File: src/rtl/uart_rx_fifo.sv
// Receive byte FIFO between the UART RX state machine and the CPU data port, with sticky overflow
// and hysteretic RTS; define UART_RX_FIFO_RTS_EN to build the RTS logic (otherwise rts is tied low).
module uart_rx_fifo #(
    parameter int DEPTH_LOG2 = 4,
    parameter int RTS_HI     = 12,
    parameter int RTS_LO     = 4
) (
    input  logic                  clk28,
    input  logic                  rst,
    input  logic                  rx_valid,
    input  logic [7:0]            rx_data,
    input  logic                  rd_req,
    output logic [7:0]            dout,
    output logic                  empty,
    output logic                  full,
    output logic [DEPTH_LOG2:0]   level,
    output logic                  overflow,
    input  logic                  ovf_clr,
    output logic                  rts
);

    localparam int DEPTH = 1 << DEPTH_LOG2;
    localparam int PW    = DEPTH_LOG2 + 1;

    if (!((RTS_LO < RTS_HI) && (RTS_HI < DEPTH))) begin : g_bad_rts_cfg
        $error("uart_rx_fifo: RTS thresholds must satisfy RTS_LO < RTS_HI < depth");
    end

    logic [7:0]    mem [DEPTH];
    logic [PW-1:0] wr_ptr;
    logic [PW-1:0] rd_ptr;
    logic [PW-1:0] wr_ptr_nxt;
    logic [PW-1:0] rd_ptr_nxt;
    logic          rd_req_d;
    logic          pop_edge;
    logic          pop;
    logic          push;
    logic          drop;

    // The extra pointer bit lets a full FIFO (level == DEPTH) be told apart from an empty one.
    assign level      = wr_ptr - rd_ptr;
    assign empty      = (level == '0);
    assign full       = (level == PW'(DEPTH));

    assign pop_edge   = rd_req & ~rd_req_d;
    assign pop        = pop_edge & ~empty;
    assign push       = rx_valid & (~full | pop);
    assign drop       = rx_valid & full & ~pop;

    assign wr_ptr_nxt = wr_ptr + PW'(push);
    assign rd_ptr_nxt = rd_ptr + PW'(pop);

    always_ff @(posedge clk28) begin
        if (push) begin
            mem[wr_ptr[DEPTH_LOG2-1:0]] <= rx_data;
        end
    end

    always_ff @(posedge clk28 or posedge rst) begin
        if (rst) begin
            wr_ptr   <= '0;
            rd_ptr   <= '0;
            rd_req_d <= 1'b0;
            dout     <= 8'h00;
            overflow <= 1'b0;
        end else begin
            wr_ptr   <= wr_ptr_nxt;
            rd_ptr   <= rd_ptr_nxt;
            rd_req_d <= rd_req;
            // A read of an empty FIFO still consumes the read cycle and returns zero.
            if (pop_edge) begin
                dout <= pop ? mem[rd_ptr[DEPTH_LOG2-1:0]] : 8'h00;
            end
            if (drop) begin
                overflow <= 1'b1;
            end else if (ovf_clr) begin
                overflow <= 1'b0;
            end
        end
    end

`ifdef UART_RX_FIFO_RTS_EN
    localparam logic [PW-1:0] RTS_HI_L = PW'(RTS_HI);
    localparam logic [PW-1:0] RTS_LO_L = PW'(RTS_LO);

    logic [PW-1:0] level_nxt;

    assign level_nxt = wr_ptr_nxt - rd_ptr_nxt;

    // Thresholds look at the level this edge produces, so rts reacts in the same cycle as the fill.
    always_ff @(posedge clk28 or posedge rst) begin
        if (rst) begin
            rts <= 1'b1;
        end else if (level_nxt >= RTS_HI_L) begin
            rts <= 1'b1;
        end else if (level_nxt <= RTS_LO_L) begin
            rts <= 1'b0;
        end
    end
`else
    assign rts = 1'b0;
`endif

endmodule
File: config.mk
export PLATFORM = sky130hd
export DESIGN_NAME = uart_rx_fifo
export DESIGN_NICKNAME = d
export VERILOG_FILES = /design/src/rtl/uart_rx_fifo.sv
export SDC_FILE = /design/constraint.sdc
export NUM_CORES = 1
export LEC_CHECK = 0
export ABC_CLOCK_PERIOD_IN_PS = 8500
export CAP_MARGIN = 20
export CORE_MARGIN = 1
export CORE_UTILIZATION = 64
export CTS_CLUSTER_DIAMETER = 100
export CTS_CLUSTER_SIZE = 24
export DETAILED_ROUTE_END_ITERATION = 10
export HOLD_SLACK_MARGIN = 0.05
export PLACE_DENSITY = 0.84
export SLEW_MARGIN = 10
export SYNTH_ARGS = -nofsm -noshare
export SYNTH_HDL_FRONTEND = slang
export SYNTH_SLANG_ARGS = --single-unit
File: constraint.sdc
create_clock -name clk28 -period 8.5 [get_ports clk28]
set_clock_uncertainty 0.2 [all_clocks]
set_input_delay 1.7 -clock clk28 [delete_from_list [all_inputs] [get_ports clk28]]
set_output_delay 1.7 -clock clk28 [all_outputs]
set_load 0.02 [all_outputs]
Yosys cells after proc, flatten, opt, wreduce, memory -nomap -nowiden

Memories as Yosys holds them, arrays and structs flattened.
Cells that the tools add are included.

Logic and storage cells: 27
Output and inout port bits: 17
Input port bits: 13
Memories kept: 1
Bits in registers: 20
Memory bits (writable): 128

Memory list:

| name | words | bits a word | read ports | clocked after memory_dff | write ports | line | source |
|---|---|---|---|---|---|---|---|
| mem  | 16    | 8           | 1          | 0                        | 1           | 29   | `logic [7:0] mem [DEPTH];` |

Reductions and logical operators: 2
Eq/ne operators: 1
Multiplexer cells: 5
Add/sub/neg operators: 3
Bitwise operators: 10

Operators by type and width:

| kind                 | count |
|---|---|
| $add A5 B1 Y5        | 2 |
| $mux W8              | 1 |
| $and A1 B1 Y1        | 5 |
| $eq A5 B5 Y1 const B | 1 |
| $logic_not A5 Y1     | 1 |
| $sub A5 B5 Y5        | 1 |
| $mux W1              | 4 |
| $not A1 Y1           | 4 |
| $reduce_bool A2 Y1   | 1 |
| $or A1 B1 Y1         | 1 |

Logic depth before layout (Yosys ltp)

Gate-level depths: netlist of the first run.

Word-level depth: 8
Depth in mapped cells: 14
Mapped depth without buffers: 13

Worst setup path after synthesis of the first run

No wires, ideal clock.

Path type: reg2out
From: register rd_ptr[2]
To: output empty
Slack: 4077 ps
Cell stages (with the launch flop): 10
Required time: 6600 ps
Arrival time: 2523 ps
Path buffers: 2
Cells stage by stage: dfrtp_1 -> buf_2 -> buf_2 -> clkinv_1 -> ha_1 -> nand2b_1 -> a21oi_1 -> xor2_1 -> inv_2 -> nor3_1

Cells in the longest elaborated chain, start to end: 2

RTL lines:

| what                   | line | source |
|---|---|---|
| start, declared        | 31   | `logic [PW-1:0] rd_ptr;` |
| start signal, assigned | 68   | `rd_ptr <= rd_ptr_nxt;` |
| $sub A5 B5 Y5          | 41   | `assign level = wr_ptr - rd_ptr;` |
| net level[4]           | 16   | `output logic [DEPTH_LOG2:0] level,` |
| $logic_not A5 Y1       | 42   | `assign empty = (level == '0);` |
| end, declared          | 14   | `output logic empty,` |

The timed path passes the listed nets, and every way through them passes these cells.

Worst setup path in the final report of the first run

From: register rd_ptr[2]
To: output empty

Cells in the longest elaborated chain, start to end: 2

RTL lines:

| what             | line |
|---|---|
| $sub A5 B5 Y5    | 41 |
| $logic_not A5 Y1 | 42 |

No other way between the ends.

==> run metrics, run 1 <==
Post-Layout Cell Count=511; Crit. Startpoint=rd_ptr[2]$_DFF_PP0_; Final Hold Fails=0; Min-Delay Endpoint=rd_ptr[4]$_DFF_PP0_; Row Count=34; routed wire length per instance=between 20 and 30 microns; first-pass GRT wire length=about 20 mm; Yosys top cell area share=64.19%; FMAX=177.4 MHz; top-count cell post-synth=edfxtp_1; Hold Crit Class=reg2reg; Cell Area, Synth=5988 sq um; Residual DRC=0; Post-synth top cells=edfxtp_1 (128), nand2_1 (53), mux4_2 (32), dfrtp_1 (20), a21oi_1 (18); worst r2r dst=wr_ptr[4]$_DFF_PP0_; HP Start=rd_ptr[4]$_DFF_PP0_; CORE AREA=8891 sq um; post-CTS setup buffers=0; Post-synth ARST share=13.51%; LEAKAGE=0.002494 uW; number of CTS-inserted buffers=17; sequential power share=36.3%; Pwr Density=391.0 nW/um^2; vias in the first global route=3,431; hpwl dp=between 7 and 8 mm; Internal=roughly 1800 uW; num ports=30; peak supply drop=roughly 0.28 mV; PostCTS Resize Cnt=0; Max-Cap Viols=0; CTS tree=yes; fraction of layout instances using a drive strength above 1=a little over a fifth; post-synthesis sequential area ratio=between 70% and 80%; Gate Count Post-Synth=343; crit-path cells=buf_16 > clkinv_1 > ha_1 > nand2b_1 > a21oi_1 > xor2_1 > inv_2 > nor3_1 > clkdlybuf4s50_1; area grow syn2layout=18.16%; Synth Area per Inst=~17 sq um; Clock Path Buffers=2; Max Slew Vio Count=0; Die Y=98.73 microns; Mapped Nets=365; number of port buffers=28; Initial Util=approximately two thirds; Root Buffer Master=clkbuf_8; crit-path max FO=19; WS Path Type=reg2out; status=finished clean; #FFs+latches synth=between 100 and 150; largest area contributor in the netlist=edfxtp_1; drt initial violations=roughly 450; unrepaired setup endpoints after global routing=false; routability cong.=0.8583; CTS H-tree lvls=4; Area contributors post-synth=edfxtp_1 (64%), mux4_2 (12%), dfrtp_1 (8.4%); Post-synth EDFFs=128; Main synth FF type=edfxtp_1; Yosys cell types=33; reg2reg setup slack=between 4 and 5 ns; CTS Hold Bufs=0; DR vias=3,414; slowest CP cell=dfrtp_1; GRT Total Usage=a little under a third; Worst R2R Path Depth=12; Critical Path Start Type=register; DR vias/cell=6.681; final worst-path cycle share=66.33%; Hold Path Stages=1; Net Switching=971.0 uW; Die Area=around 10000 sq um; min cycle time layout=5.638 ns; CTS Sinks=148; Comb power frac=36.9%; final WL=13.51 mm; initial antenna violation count=0; Net Sw Frac=35.10%; Skew-Pair Late Insertion Delay=roughly 0.52 ns; Nets=a little over 400; drt pass-1 iters=7; n_diodes=0; setup_tns=0 ns; Die X=98.73 microns; remaining global-route overflow=0; Clk pwr share=26.8%; placed insts=476; Worst Tran Pin Value=0.9860 ns; yosys warns=0; Fillers=433; CP max stage delay=0.65 ns; clock-pin slew on the worst setup and hold paths=0.06 ns; Req. time, crit path=6.60 ns; Slew Limit Headroom=between 30 and 40%; r2r startpoint=rd_ptr[2]$_DFF_PP0_; CP Capture Type=output port; Setup violations, final=0; Arrival @ worst endpoint=roughly 3.7 ns; post-route ant nets=0; largest net degree at the start of global routing=35
[power groups by stage]
stage | logic, uW | clock network [uW] | registers [uW]
floorplan | 661 | 0 | 974
global placement | 881 | 0 | 1020
detailed placement | 917 | 0 | 1040
CTS | 945 | 744 | 1030
global route | 1080 | 773 | 1010
finish | 1020 | 741 | 1000
[cells in the final DEF (no fill, tap or decap), types with 2 or more instances in the layout]
cell	instances
ha_1	8
clkbuf_1	4
inv_1	9
nor3_1	10
nand3_1	4
a21oi_1	18
clkbuf_8	4
xor2_1	4
nand2_1	53
bufinv_16	2
nor4_1	6
nand2b_1	4
dfrtp_1	19
buf_2	2
clkbuf_16	17
o21ai_1	2
edfxtp_1	128
nor2_1	3
buf_4	13
clkdlybuf4s50_1	28
mux4_2	32
clkinv_1	2
xnor2_1	5
buf_16	2
o21ai_0	6
[worst max-delay path by stage]
stage                 end  slack, ns  cells past startpoint
finish              empty       2.86                      9
global route        empty       2.61                      9
CTS                 empty       2.28                      8
detailed placement  empty       2.88                      8
global placement    empty       3.02                      8
floorplan           empty       4.08                      9
[worst max-delay path: cells and delay by family, from the launching register on]
kind | cells | cell delay (ns)
buffers and inverters | 4 | 1.25
AND/OR/NAND/NOR | 2 | 0.28
adder cells (fa/ha/maj) | 1 | 0.47
AO/OA/AOI/OAI | 1 | 0.16
XOR/XNOR | 1 | 0.38
flip-flops | 1 | 0.65
[metrics by stage]
stage | cell area, sq um | setup WS [ns] | hold WS, ns | power, uW | utilization [%]
6_report | 7076 | 2.862 | 0.2877 | 2766 | 79.58
5_1_grt | 7076 | 2.609 | 0.3181 | 2869 | 79.58
4_1_cts | 7010 | 2.281 | 0.2831 | 2718 | 78.85
3_5_place_dp | 6419 | 2.877 | 0.2699 | 1953 | 72.19
3_3_place_gp | 6414 | 3.023 | 0.2675 | 1904 | 72.14
2_1_floorplan | 5988 | 4.077 | 0.2644 | 1635 | -
[area by class of cell]
cell class	instances	area, sq um	area share [%]
inverter	12	45.04	0.6366
sequential	148	4345	61.41
tap	108	135.1	1.910
clock buffer	25	495.5	7.003
multi-input combinational	166	1515	21.41
clock inverter	7	96.34	1.362
timing repair buffer	45	442.9	6.260
[routing by layer]
metal | global-route usage, % | wire [microns] | part of all wire, %
met1 | 39.46 | 4856 | 36
met2 | 49.13 | 6791 | 50
met3 | 8.014 | 1329 | 9.8
met4 | 12.97 | 534 | 4.0
met5 | 0 | 0 | 0
[logic make-up after synthesis]
family	count (synthesis)	synth area share, %
AO/OA/AOI/OAI	30	3.301
other	1	0.06262
XOR/XNOR	10	1.588
multiplexers	32	12.04
AND/OR/NAND/NOR	84	6.227
buffers and inverters	29	2.236
adder cells (fa/ha/maj)	9	2.006
flip-flops	148	72.54
[registers in the layout, indices dropped and copies added (netlist names)]
signal	cells
rd_req_d	1
wr_ptr	5
rd_ptr	5
overflow	1
mem	128
dout	8
Note: power is estimated with default switching activity, not from simulation.
==> run 2: changes to the inputs <==
--- a/config.mk
+++ b/config.mk
@@ -5,15 +5,15 @@
 export SDC_FILE = /design/constraint.sdc
 export NUM_CORES = 1
 export LEC_CHECK = 0
-export ABC_CLOCK_PERIOD_IN_PS = 8500
+export ABC_CLOCK_PERIOD_IN_PS = 5900
 export CAP_MARGIN = 20
 export CORE_MARGIN = 1
-export CORE_UTILIZATION = 64
+export CORE_UTILIZATION = 59
 export CTS_CLUSTER_DIAMETER = 100
 export CTS_CLUSTER_SIZE = 24
 export DETAILED_ROUTE_END_ITERATION = 10
 export HOLD_SLACK_MARGIN = 0.05
-export PLACE_DENSITY = 0.84
+export PLACE_DENSITY = 0.78
 export SLEW_MARGIN = 10
 export SYNTH_ARGS = -nofsm -noshare
 export SYNTH_HDL_FRONTEND = slang
==> constraint.sdc (replaced) <==
create_clock -name clk28 -period 5.9 [get_ports clk28]
set_clock_uncertainty 0.2 [all_clocks]
set_input_delay 1.18 -clock clk28 [delete_from_list [all_inputs] [get_ports clk28]]
set_output_delay 1.18 -clock clk28 [all_outputs]
set_load 0.02 [all_outputs]
==> run metrics, run 2 (synthesis results as in run 1) <==
Critical Path Start Type=register (unchanged); dpl cell area=6482 sq um (was 6419 sq um); Die Area=10,560 sq um (was 9748 sq um); remaining global-route overflow=0 (unchanged); CP max stage delay=0.63 ns (was 0.65 ns); CTS H-tree lvls=4 (unchanged); area grow syn2layout=17.66% (was 18.16%); drt pass-1 iters=5 (was 7); number of port buffers=28 (unchanged); DR vias/cell=6.015 (was 6.681); Die X=102.7 microns (was 98.73 microns); drt initial violations=377 (was 448); first-pass GRT wire length=17.62 mm (was 20.32 mm); Slew Limit Headroom=36.92% (was 34.04%); setup_tns=0 ns (unchanged); commonest cells after routing, fill and taps aside=edfxtp_1 (128), nand2_1 (53), mux4_2 (32), clkdlybuf4s50_1 (28), dfrtp_1 (19) (unchanged); routed wire length per instance=22.05 microns (was 26.44 microns); Die Y=102.7 microns (was 98.73 microns); final worst-path cycle share=82.83%; WP buf/inv=4 (unchanged); unrepaired setup endpoints after global routing=false (unchanged); Pwr Density=537.6 nW/um^2 (was 391.0 nW/um^2); number of CTS-inserted buffers=17 (unchanged); most common cell after layout, fill and taps aside=edfxtp_1 (unchanged); CTS tree=yes (unchanged); Max-Cap Viols=0 (unchanged); area taken by multi-input logic gates=1510 sq um (was 1515 sq um); fraction of layout instances using a drive strength above 1=22.03% (was 21.09%); CP top delay family=buffers and inverters (unchanged); Seq. cell area=4345 sq um (unchanged); DR vias=3,230 (was 3,414); Root Buffer Master=clkbuf_8 (unchanged); WS Path Type=reg2out (unchanged); Skew-Pair Late Insertion Delay=0.52 ns (about the same); vias in the first global route=3,130 (was 3,431); Clock Path Buffers=2 (unchanged); status=finished clean (unchanged); post-CTS setup buffers=0 (unchanged); Final Hold Fails=0 (unchanged); post-route ant nets=0 (unchanged); final setup margin=1.013 ns (was 2.862 ns); crit-path max FO=28 (was 19); initial antenna violation count=0 (unchanged); Fillers=605 (was 433); slowest CP cell=clkdlybuf4s50_1 (was dfrtp_1); CTS Hold Bufs=0 (unchanged); routability cong.=0.8398 (was 0.8583); Setup violations, final=0 (unchanged); Nets=413 (was 412); pre-CTS WS=1.544 ns (was 2.877 ns); CTS Sinks=148 (unchanged); Arrival @ worst endpoint=3.51 ns (was 3.74 ns); Req. time, crit path=4.52 ns (was 6.60 ns); n_diodes=0 (unchanged); CP Capture Type=output port (unchanged); hpwl dp=7.415 mm (was 7.942 mm); reg2reg setup slack=2.07 ns (was 4.27 ns); crit-path cells=buf_4 > clkinv_1 > ha_1 > nand2b_1 > a21oi_1 > xor2_1 > inv_2 > nor3_1 > clkdlybuf4s50_1 (was buf_16 > clkinv_1 > ha_1 > nand2b_1 > a21oi_1 > xor2_1 > inv_2 > nor3_1 > clkdlybuf4s50_1); num ports=30 (unchanged); largest net degree at the start of global routing=34 (was 35); Hold Crit Class=reg2reg (unchanged); max reg flops=128 (unchanged); Max Slew Vio Count=0 (unchanged); PostCTS Resize Cnt=0 (unchanged); clock-pin slew on the worst setup and hold paths=0.06 ns (about the same); min cycle time layout=4.887 ns; Initial Util=60.98% (was 67.35%); Residual DRC=0 (unchanged); CORE AREA=9819 sq um (was 8891 sq um); LEAKAGE=0.002454 uW (was 0.002494 uW); final WL=11.84 mm (was 13.51 mm); peak supply drop=0.4182 mV (was 0.2766 mV); design area=7046 sq um (was 7076 sq um); Worst Tran Pin Value=0.9429 ns (was 0.9860 ns); FMAX=~200 MHz; Row Count=36 (was 34); GRT Total Usage=24.79% (was 30.27%)
==> run 2: area by class of cell <==
class | count | share of cell area (%)
Inverter | 12 | 0.6393
Sequential cell | 148 | 61.68
Multi-Input combinational cell | 166 | 21.43
Timing Repair Buffer | 46 | 5.896
Tap cell | 133 | 2.362
Clock inverter | 13 | 1.403
Clock buffer | 19 | 6.589
==> run 2: power breakdown <==
group / switching [uW] / internal (uW)
Combinational: 807 / 593
Sequential: 104 / 1300
Clock: 416 / 569
Total: 1330 / 2460
==> run 2: final timing paths <==
kind                                      from  cells past startpoint                   to
setup reg to reg           rd_ptr[2]$_DFF_PP0_                     12  wr_ptr[4]$_DFF_PP0_
setup / recovery           rd_ptr[2]$_DFF_PP0_                      9                empty
max in group asynchronous                  rst                      2  rd_ptr[0]$_DFF_PP0_
min in group asynchronous                  rst                      2  dout[5]$_DFFE_PP0P_
hold / removal             dout[1]$_DFFE_PP0P_                      2  dout[1]$_DFFE_PP0P_
hold reg to reg            dout[1]$_DFFE_PP0P_                      2  dout[1]$_DFFE_PP0P_
==> run 2: per-stage QoR <==
stage | hold slack, ns | cells | utilization, % | total power, uW
after floorplan | 0.2644 | 343 | - | 2355
after detailed placement | 0.2692 | 505 | 66.02 | 2816
final | 0.2799 | 537 | 71.75 | 3788
after global routing | 0.3162 | 537 | 71.75 | 3964
after global placement | 0.2665 | 505 | 66.02 | 2778
after CTS | 0.2838 | 537 | 71.75 | 3808
==> run 2: tightest hold or removal path: cells and delay by family, from the launching register on <==
kind / cells / cell delay, ns
AO/OA/AOI/OAI: 1 / 0.06
flip-flops: 1 / 0.34
AND/OR/NAND/NOR: 1 / 0.05
==> run 2: routing by layer <==
metal	GRT usage (%)	vias to the layer above	wire length, microns
met5	0	-	0
met4	8.992	0	339
met3	7.525	31	995
met2	39.08	178	5894
met1	33.22	1605	4613
li1	-	1416	-
